## src/rtl/interp_phase_commutator_pkg.sv

```systemverilog
// Shared defaults and types for the polyphase output commutator.
//   NUM_PH_D : polyphase branches (interpolation factor)
//   IN_W_D   : signed width of each branch output
//   OUT_W_D  : signed width of the serialized DAC-path sample
//   SHIFT_D  : gain-normalization right shift applied after rounding
//   state_t  : commutator FSM states
package interp_phase_commutator_pkg;

  localparam int unsigned NUM_PH_D = 8;
  localparam int unsigned IN_W_D   = 20;
  localparam int unsigned OUT_W_D  = 10;
  localparam int unsigned SHIFT_D  = 9;

  typedef enum logic {
    IDLE = 1'b0,
    RUN  = 1'b1
  } state_t;

endpackage

```

## src/rtl/interp_phase_commutator_round_sat.sv

```systemverilog
// interp_round_sat: combinational round-half-up, arithmetic right shift and
// saturation of one branch sample to the output width.
//   x    : signed IN_W input sample
//   y    : signed OUT_W rounded/shifted/clipped result
//   clip : high when the shifted value fell outside the OUT_W range
module interp_round_sat #(
  parameter int unsigned IN_W  = 20,
  parameter int unsigned OUT_W = 10,
  parameter int unsigned SHIFT = 9
) (
  input  logic signed [IN_W-1:0]  x,
  output logic signed [OUT_W-1:0] y,
  output logic                    clip
);

  localparam logic signed [IN_W:0] RND  = (IN_W+1)'(2**(SHIFT-1));
  localparam logic signed [IN_W:0] MAXV = (IN_W+1)'(2**(OUT_W-1)-1);
  localparam logic signed [IN_W:0] MINV = ~MAXV;

  logic signed [IN_W:0] w_r;
  logic signed [IN_W:0] w_s;

  always_comb begin
    // one guard bit keeps x + half-LSB from overflowing
    w_r  = {x[IN_W-1], x} + RND;
    w_s  = w_r >>> SHIFT;
    clip = 1'b0;
    y    = w_s[OUT_W-1:0];
    if (w_s > MAXV) begin
      y    = MAXV[OUT_W-1:0];
      clip = 1'b1;
    end else if (w_s < MINV) begin
      y    = MINV[OUT_W-1:0];
      clip = 1'b1;
    end
  end

endmodule

```

## src/rtl/interp_phase_commutator.sv

```systemverilog
// interp_phase_commutator: accepts one frame of NUM_PH parallel polyphase
// branch outputs and serializes it, phase 0 first, into rounded/saturated
// high-rate samples. Active buffer A is serialized while pending buffer P
// holds the next frame, so back-to-back frames stream without bubbles.
//   clk, rst   : clock, synchronous active-high reset
//   in_phases  : packed branches, phase k at [k*IN_W +: IN_W]
//   in_valid   : frame valid;  in_ready : frame accepted when both high
//   out_data   : serialized sample; out_valid/out_ready : sample handshake
//   out_first  : marks the phase-0 sample of each frame
//   sat_flag   : sticky clip indicator; sat_clr clears it (clip wins)
module interp_phase_commutator
  import interp_phase_commutator_pkg::*;
#(
  parameter int unsigned NUM_PH = NUM_PH_D,
  parameter int unsigned IN_W   = IN_W_D,
  parameter int unsigned OUT_W  = OUT_W_D,
  parameter int unsigned SHIFT  = SHIFT_D
) (
  input  logic                   clk,
  input  logic                   rst,
  input  logic [NUM_PH*IN_W-1:0] in_phases,
  input  logic                   in_valid,
  output logic                   in_ready,
  output logic [OUT_W-1:0]       out_data,
  output logic                   out_valid,
  input  logic                   out_ready,
  output logic                   out_first,
  output logic                   sat_flag,
  input  logic                   sat_clr
);

  localparam int unsigned IDX_W = (NUM_PH > 1) ? $clog2(NUM_PH) : 1;
  localparam logic [IDX_W-1:0] LAST = IDX_W'(NUM_PH-1);

  state_t                 r_state, w_state_nxt;
  logic [NUM_PH*IN_W-1:0] r_a, r_p;
  logic                   r_p_full;
  logic [IDX_W-1:0]       r_idx, w_idx_nxt;
  logic [OUT_W-1:0]       r_out_data;
  logic                   r_out_valid, r_out_first, r_sat;

  logic                   w_accept, w_can_adv, w_last;
  logic                   w_emit, w_bypass, w_load_a, w_load_p, w_move_p;
  logic [IN_W-1:0]        w_sel;
  logic [OUT_W-1:0]       w_y;
  logic                   w_clip;

  assign in_ready  = !r_p_full && !rst;
  assign w_accept  = in_valid && in_ready;
  assign w_can_adv = !r_out_valid || out_ready;
  assign w_last    = (r_idx == LAST);

  // state register
  always_ff @(posedge clk) begin
    if (rst) r_state <= IDLE;
    else     r_state <= w_state_nxt;
  end

  // next-state logic
  always_comb begin
    w_state_nxt = r_state;
    unique case (r_state)
      IDLE: if (w_accept) w_state_nxt = RUN;
      RUN:  if (w_can_adv && w_last && !r_p_full && !w_accept) w_state_nxt = IDLE;
    endcase
  end

  // control outputs
  always_comb begin
    w_emit    = 1'b0;
    w_bypass  = 1'b0;
    w_load_a  = 1'b0;
    w_load_p  = 1'b0;
    w_move_p  = 1'b0;
    w_idx_nxt = r_idx;
    unique case (r_state)
      IDLE: begin
        if (w_accept) begin
          w_load_a = 1'b1;
          // phase 0 goes straight from the input to the output register so
          // an idle accept produces a sample on the next cycle
          if (w_can_adv) begin
            w_emit    = 1'b1;
            w_bypass  = 1'b1;
            w_idx_nxt = IDX_W'(1);
          end else begin
            w_idx_nxt = '0;
          end
        end
      end
      RUN: begin
        if (w_can_adv) begin
          w_emit = 1'b1;
          if (w_last) begin
            w_idx_nxt = '0;
            if (r_p_full)      w_move_p = 1'b1;
            else if (w_accept) w_load_a = 1'b1;
          end else begin
            w_idx_nxt = r_idx + IDX_W'(1);
          end
        end
        // accepting while A is still busy parks the frame in P
        if (w_accept && !(w_can_adv && w_last)) w_load_p = 1'b1;
      end
    endcase
  end

  assign w_sel = w_bypass ? in_phases[IN_W-1:0] : r_a[r_idx*IN_W +: IN_W];

  interp_round_sat #(
    .IN_W  (IN_W),
    .OUT_W (OUT_W),
    .SHIFT (SHIFT)
  ) u_round_sat (
    .x    (w_sel),
    .y    (w_y),
    .clip (w_clip)
  );

  always_ff @(posedge clk) begin
    if (rst) begin
      r_a         <= '0;
      r_p         <= '0;
      r_p_full    <= 1'b0;
      r_idx       <= '0;
      r_out_data  <= '0;
      r_out_valid <= 1'b0;
      r_out_first <= 1'b0;
      r_sat       <= 1'b0;
    end else begin
      if (w_load_a)      r_a <= in_phases;
      else if (w_move_p) r_a <= r_p;

      if (w_load_p) begin
        r_p      <= in_phases;
        r_p_full <= 1'b1;
      end else if (w_move_p) begin
        r_p_full <= 1'b0;
      end

      r_idx <= w_idx_nxt;

      if (w_emit) begin
        r_out_data  <= w_y;
        r_out_valid <= 1'b1;
        r_out_first <= w_bypass || (r_idx == '0);
      end else if (out_ready) begin
        r_out_valid <= 1'b0;
        r_out_first <= 1'b0;
      end

      if (w_emit && w_clip) r_sat <= 1'b1;
      else if (sat_clr)     r_sat <= 1'b0;
    end
  end

  assign out_data  = r_out_data;
  assign out_valid = r_out_valid;
  assign out_first = r_out_first;
  assign sat_flag  = r_sat;

endmodule

```

## config.mk

```make
export PLATFORM = sky130hd
export DESIGN_NAME = interp_phase_commutator
export DESIGN_NICKNAME = d
export VERILOG_FILES = /design/src/rtl/interp_phase_commutator_pkg.sv /design/src/rtl/interp_phase_commutator_round_sat.sv /design/src/rtl/interp_phase_commutator.sv
export SDC_FILE = /design/constraint.sdc
export NUM_CORES = 1
export LEC_CHECK = 0
export BUFFER_PORTS_ARGS = -buffer_cell sky130_fd_sc_hd__clkbuf_2
export CAP_MARGIN = 20
export CORE_ASPECT_RATIO = 1.5
export CORE_UTILIZATION = 57
export CTS_BUF_LIST = sky130_fd_sc_hd__clkbuf_2 sky130_fd_sc_hd__clkbuf_4 sky130_fd_sc_hd__clkbuf_8
export CTS_CLUSTER_DIAMETER = 200
export DETAILED_ROUTE_END_ITERATION = 16
export PLACE_DENSITY_LB_ADDON = 0.08
export REMOVE_ABC_BUFFERS = 1
export SYNTH_ARGS = -nofsm -noshare
export SYNTH_HDL_FRONTEND = slang
export SYNTH_SLANG_ARGS = --single-unit
```

## constraint.sdc

```tcl
create_clock -name clk -period 6.1 [get_ports clk]
set_input_delay 0.305 -clock clk [delete_from_list [all_inputs] [get_ports clk]]
set_output_delay 0.305 -clock clk [all_outputs]
set_load 0.01 [all_outputs]
```

After elaboration in Yosys (flattened, before gate mapping)
Cells that the tools add are included.
{"block": "totals", "out_inout_bits": 14, "ff_bits": 338, "input_bits": 165}
{"block": "classes", "muxes": 36, "n_shift": 1, "n_addsub": 2, "bitwise_logic": 1, "multipliers": 1, "n_eq_ne": 3, "reduce_logical": 20, "n_lt_le_gt_ge": 2}
{"cell": "$mux W160", "count": 2}
{"cell": "$shiftx A160 B9 Y20", "count": 1}
{"cell": "$mux W1", "count": 24}
{"cell": "$add A20 B10 Y21 const B", "count": 1}
{"cell": "$mux W10", "count": 2}
{"cell": "$mux W20", "count": 1}
{"cell": "$gt A12 B10 Y1 const B", "count": 1}
{"cell": "$lt A12 B10 Y1 const B", "count": 1}
{"cell": "$mux W3", "count": 3}
{"cell": "$reduce_bool A2 Y1", "count": 4}
{"cell": "$logic_and A1 B1 Y1", "count": 7}
{"cell": "$mul A3 B3 Y6 const B", "count": 1}
{"cell": "$pmux W1 S2", "count": 3}
{"cell": "$pmux W3 S2", "count": 1}
{"cell": "$logic_not A1 Y1", "count": 5}
{"cell": "$add A3 B1 Y3 const B", "count": 1}
{"cell": "$eq A3 B3 Y1 const B", "count": 1}
{"cell": "$logic_not A3 Y1", "count": 1}
{"cell": "$logic_or A1 B1 Y1", "count": 2}
{"cell": "$ne A2 B1 Y1 const B", "count": 1}
{"cell": "$ne A2 B2 Y1 const B", "count": 1}
{"cell": "$reduce_and A2 Y1", "count": 1}
{"cell": "$not A1 Y1", "count": 1}

Depth between registers and ports, before layout
{"block": "logic_depth", "ltp_word": 12, "mapped_depth": 13, "depth_no_buf": 10}

Cells and area by module
Synthesis repeated with hierarchy kept, for this count alone.
{"block": "unflattened", "hier_cells": 1862, "area_unflattened_um2": 15072.0}
{"mod": "interp_phase_commutator", "n_inst": 1, "cells_per_inst": 1785, "area_per_inst_um2": 14602.8, "seq_area_each_um2": 6766.5}
{"mod": "interp_round_sat", "n_inst": 1, "cells_per_inst": 77, "area_per_inst_um2": 469.2, "seq_area_each_um2": 0.0}

Least setup slack after synthesis
Ideal clock, no wire load.
{"block": "synth_path", "kind": "flip-flop to flip-flop", "from": "register r_idx[0]", "to": "register r_out_data[0] (netlist: out_data[0])", "synth_period_minus_slack_ps": 3210, "arrival_time_ps": 3069, "n_path_buf": 3, "setup_slack_ps": 2890, "path_stages_with_launch": 14, "setup_time_ps": 141, "path_cell_list": "dfxtp_1 -> buf_4 -> buf_6 -> buf_4 -> mux2i_1 -> a22o_1 -> o31ai_1 -> ha_1 -> o31a_1 -> and4_1 -> nor2_1 -> or4_4 -> a221oi_4 -> a211oi_1"}
{"block": "synth_via", "elab_chain_len": 7}
{"item": "start: declaration", "line_no": "interp_phase_commutator.sv:38", "text": "logic [IDX_W-1:0] r_idx, w_idx_nxt;"}
{"item": "start signal: assignment", "line_no": "interp_phase_commutator.sv:141", "text": "r_idx <= w_idx_nxt;"}
{"item": "$mul A3 B3 Y6 *", "line_no": "interp_phase_commutator.sv:108", "text": "assign w_sel = w_bypass ? in_phases[IN_W-1:0] : r_a[r_idx*IN_W +: IN_W];"}
{"item": "$shiftx A160 B9 Y20 *", "line_no": "interp_phase_commutator.sv:108"}
{"item": "$mux W20 *", "line_no": "interp_phase_commutator.sv:108"}
{"item": "$add A20 B10 Y21 *", "line_no": "interp_phase_commutator_round_sat.sv:25", "text": "w_r = {x[IN_W-1], x} + RND;"}
{"item": "$lt A12 B10 Y1", "line_no": "interp_phase_commutator_round_sat.sv:32", "text": "end else if (w_s < MINV) begin"}
{"item": "$mux W10", "line_no": "interp_phase_commutator_round_sat.sv:32"}
{"item": "$mux W10 *", "line_no": "interp_phase_commutator_round_sat.sv:29", "text": "if (w_s > MAXV) begin"}
{"item": "end signal: assignment", "line_no": "interp_phase_commutator.sv:144", "text": "r_out_data <= w_y;"}
{"item": "end: declaration", "line_no": "interp_phase_commutator.sv:39", "text": "logic [OUT_W-1:0] r_out_data;"}
Mark *: on every way between the ends. The rest lies on a longest branch, timed or not.
A chain may end at the register's enable or synchronous reset.

Worst setup path in the final report
{"block": "layout_path", "from": "register r_idx[0]", "to": "register r_out_data[8] (netlist: out_data[8])"}
The elaborated chain is that of the path after synthesis.

==> impl_metrics.xml <==
<?xml version="1.0" encoding="UTF-8"?>
<metrics>
  <group name="logic_synthesis">
    <metric name="synth-async-reset-ratio" unit="%">0</metric>
    <metric name="synthMostInstantiatedCell" unit="">dfxtp_1</metric>
    <metric name="synth_sequential_area_ratio" unit="%">44.32</metric>
    <metric name="ys_top_cells_by_count" unit="">dfxtp_1 (210), nand2_1 (201), mux2i_1 (125)</metric>
    <metric name="synth_ff_type" unit="">dfxtp_1</metric>
    <metric name="post_synth_inst_count" unit="">1087</metric>
    <metric name="synth_largest_type_area_fraction" unit="%">44.32</metric>
    <metric name="synth-seq-cells" unit="">210</metric>
    <metric name="netlist_area" unit="mm2">0.009487</metric>
    <metric name="average_footprint_of_a_synthesized_cell" unit="um2">8.727</metric>
    <metric name="yosysUniqueCellTypes" unit="">50</metric>
    <metric name="ys_warn_count" unit="">0</metric>
    <metric name="number_of_enable_type_register_cells_in_the_synthesized_netlist" unit="">0</metric>
    <metric name="ys_top_cells_by_area" unit="">dfxtp_1 (44%), mux2i_1 (13%), a211oi_1 (8.3%)</metric>
    <metric name="yosys.area.top_type" unit="">dfxtp_1</metric>
  </group>
  <group name="timing">
    <metric name="post-route-period-util" unit="%">62.76</metric>
    <metric name="finalSetupViolCount" unit="">0</metric>
    <metric name="layout_min_cycle_time" unit="ns">3.828</metric>
    <metric name="slew_headroom" unit="%">27.47</metric>
    <metric name="timing.setup.tns" unit="ns">0</metric>
    <metric name="achievable-frequency" unit="MHz">261.2</metric>
    <metric name="fin_worst_setup_slack" unit="ns">2.272</metric>
    <metric name="hold_violations" unit="">0</metric>
    <metric name="unrepaired_setup_endpoints_after_global_routing" unit="">false</metric>
    <metric name="max_slew.worst_pin.slew" unit="ns">1.088</metric>
    <metric name="final-max-slew-violation-count" unit="">0</metric>
    <metric name="fin_skew" unit="ns">0.01767</metric>
  </group>
  <group name="worst_setup_path">
    <metric name="crit_start_category" unit="">flop</metric>
    <metric name="rr_endpoint" unit="">out_data[8]</metric>
    <metric name="cp-end-kind" unit="">flop</metric>
    <metric name="critical_path.startpoint" unit="">r_idx[0]</metric>
    <metric name="rrSetupSlack" unit="ns">2.27</metric>
    <metric name="timing.critical_path.fanout_max" unit="">28</metric>
    <metric name="regToRegStartpoint" unit="">r_idx[0]</metric>
    <metric name="ff2ff_path_depth" unit="">11</metric>
    <metric name="cp_data_arrival_time" unit="ns">4.16</metric>
    <metric name="required_time_at_the_endpoint_of_the_critical_path" unit="ns">6.44</metric>
    <metric name="worst-setup-path-type" unit="">flop to flop</metric>
  </group>
  <group name="power">
    <metric name="swShare" unit="%">25.57</metric>
    <metric name="combinationalPowerShare" unit="%">11.8</metric>
    <metric name="share_clk_of_total_power" unit="%">39.9</metric>
    <metric name="power_switching" unit="uW">787.7</metric>
    <metric name="seqPwrFrac" unit="%">48.3</metric>
    <metric name="powerDensity" unit="mW/mm2">285.4</metric>
    <metric name="peakVddDrop" unit="uV">212.8</metric>
    <metric name="p_total" unit="mW">3.081</metric>
    <metric name="total_leakage_power" unit="nW">4.662</metric>
    <metric name="internal-power" unit="mW">2.293</metric>
  </group>
  <group name="die">
    <metric name="std_cell_rows" unit="">57</metric>
    <metric name="initial_core_util" unit="%">58.34</metric>
    <metric name="dieArea" unit="mm2">0.01717</metric>
    <metric name="design.core.area" unit="mm2">0.01626</metric>
    <metric name="die_width" unit="um">107.3</metric>
    <metric name="num_io_pins" unit="">179</metric>
    <metric name="vert_die_dim" unit="um">160</metric>
  </group>
  <group name="worst_hold_path">
    <metric name="hold_depth" unit="">3</metric>
    <metric name="holdPathEnd" unit="">r_p[137]</metric>
    <metric name="holdCritPathClass" unit="">primary input to flop</metric>
    <metric name="hold_start" unit="">in_phases[137]</metric>
  </group>
  <group name="final_layout">
    <metric name="share_of_cells_above_drive_strength_1" unit="%">18.01</metric>
    <metric name="antenna_cells" unit="">0</metric>
    <metric name="area_growth_syn_to_layout" unit="%">13.77</metric>
    <metric name="ff_latch_area" unit="mm2">0.004205</metric>
    <metric name="final_core_utilization" unit="%">66.37</metric>
    <metric name="fill_cells" unit="">1420</metric>
    <metric name="postLayoutCellArea" unit="mm2">0.01079</metric>
    <metric name="multiInputGateArea" unit="mm2">0.004913</metric>
    <metric name="nNetsFinal" unit="">1327</metric>
  </group>
  <group name="grt">
    <metric name="grt_max_degree" unit="">108</metric>
    <metric name="wire_length_of_the_first_global_routing_pass" unit="um">36560</metric>
    <metric name="global_route.overflow_total" unit="">0</metric>
    <metric name="grt_util_all_layers" unit="%">26.19</metric>
    <metric name="initial_antenna_violation_count" unit="">0</metric>
    <metric name="grt_pass1_vias" unit="">7461</metric>
  </group>
  <group name="drt">
    <metric name="via_per_inst" unit="">5.734</metric>
    <metric name="drt.antenna.violating_nets" unit="">0</metric>
    <metric name="drt_first_iter_violations" unit="">508</metric>
    <metric name="routed_wl" unit="um">22330</metric>
    <metric name="tritonroute_pass_1_iters" unit="">5</metric>
    <metric name="vias" unit="">7930</metric>
    <metric name="route.detailed.drc" unit="">0</metric>
    <metric name="wl_per_cell" unit="um">16.14</metric>
  </group>
  <group name="placement">
    <metric name="detailedPlacementHpwl" unit="um">13830</metric>
    <metric name="io_buffers" unit="">114</metric>
    <metric name="post_dp_cell_area" unit="mm2">0.01008</metric>
    <metric name="gp_congestion" unit="">0.8719</metric>
    <metric name="detailedPlace.worstSlack" unit="ns">2.260</metric>
  </group>
  <group name="clocking">
    <metric name="clkLatencyLatePin" unit="ns">0.50</metric>
    <metric name="numClockSinks" unit="">210</metric>
    <metric name="cts-hold-fix-buffers" unit="">0</metric>
    <metric name="ctsHtreeMaxLevel" unit="">2</metric>
    <metric name="cts_repair_resize_count" unit="">0</metric>
    <metric name="cts_buffers" unit="">34</metric>
    <metric name="postCtsSetupBuffers" unit="">0</metric>
    <metric name="root_buffer" unit="">clkbuf_8</metric>
    <metric name="clock_tree.buffer_depth" unit="">3</metric>
    <metric name="worst_setup_hold_path_clk_slew" unit="ns">0.06</metric>
    <metric name="cts_tree" unit="">built</metric>
  </group>
  <group name="status">
    <metric name="run_status" unit="">finished clean</metric>
  </group>
  <group name="flow_run">
    <metric name="max_cap_violations" unit="">0</metric>
  </group>
</metrics>
-- registers in the layout, indices dropped and copies added, names as in the netlist --
name and cells:
out_first 1, r_a 96, out_data 10, r_p_full 1, r_idx 3, sat_flag 1
r_p 96, r_state 1, out_valid 1
-- through the flow --
stage               cells  hold WS (ns)
global placement     1327        0.4403
detailed placement   1327        0.4462
CTS                  1382       0.02362
floorplan             997        0.3741
finish               1383       0.03545
global route         1383       0.02787
-- critical path: stages (launching register included) --
cell and delay (ns):
dfxtp_2 0.66, buf_12 0.30, mux2i_1 0.11, a22o_1 0.25, o31ai_1 0.48, ha_1 0.31
o31a_1 0.18, and4_1 0.24, nor2_1 0.07, or4_4 0.44, a221oi_4 0.45, a211oi_1 0.13
-- worst max-delay path by stage --
stage	to	slack (ns)	depth (start not counted)
2_1_floorplan	r_a[108]	-0.28	5
3_5_place_dp	out_data[8]	2.26	9
5_1_grt	out_data[1]	1.95	10
3_3_place_gp	out_data[8]	2.28	9
6_report	out_data[8]	2.27	11
4_1_cts	out_data[8]	2.31	11
-- power by group through the flow --
stage	Sequential (mW)	Combinational, mW	Clock (mW)
global route	1.50	0.402	1.32
detailed placement	1.52	0.360	0
finish	1.49	0.362	1.23
global placement	1.51	0.356	0
floorplan	1.52	0.218	0
CTS	1.49	0.363	1.25
-- cells by family (layout without fill, tap and decap cells) --
| group | count (synthesis) | count (layout) | share of synthesized area (%) |
|---|---|---|---|
| AOI/OAI and AO/OA | 266 | 266 | 18.31 |
| xor gates and xnor gates | 4 | 4 | 0.3694 |
| adders and majority gates | 4 | 4 | 0.5276 |
| buffers and inverters | 98 | 188 | 4.313 |
| DFF | 210 | 210 | 44.32 |
| muxes | 147 | 147 | 16.63 |
| and+or+nand+nor | 358 | 358 | 15.54 |
-- routing by layer --
metal | up-vias | track usage (%) | share of wire, %
met5 | - | 0 | 0
met4 | 0 | 7.908 | 1.9
met3 | 34 | 4.531 | 4.5
met2 | 156 | 44.37 | 49
met1 | 3738 | 33.78 | 45
li1 | 4002 | - | -
-- layout make-up --
| cell class | instances | share of cell area, % |
|---|---|---|
| multi-input cells | 779 | 45.52 |
| flip-flops and latches | 210 | 38.96 |
| repair buffers | 125 | 6.527 |
| clock buffers | 49 | 5.785 |
| well taps | 206 | 2.388 |
| clock inverters | 6 | 0.5333 |
| inverters | 8 | 0.2782 |
-- layout by cell type, fill, tap and decap left out, types with 2 or more instances in the layout --
cell type	count
clkbuf_4	8
dfxtp_1	209
nor3_1	3
nor2_1	117
xor2_1	3
nor2b_1	3
buf_12	2
o31a_1	5
nand3_1	3
or4_4	2
and4_1	4
mux4_2	7
o31ai_1	7
buf_4	8
mux2_2	15
o211ai_1	3
a22oi_1	8
a31oi_1	5
clkbuf_2	113
a211oi_1	105
clkbuf_8	41
nand3_4	2
ha_1	4
a21oi_1	103
inv_1	8
and2_1	2
nand4_1	6
nand2_1	200
o21ai_0	9
mux2i_1	125
clkinv_2	4
a22o_1	6
o22ai_1	8
nand2b_1	4
No activity file was read; power rests on OpenSTA's default activity.
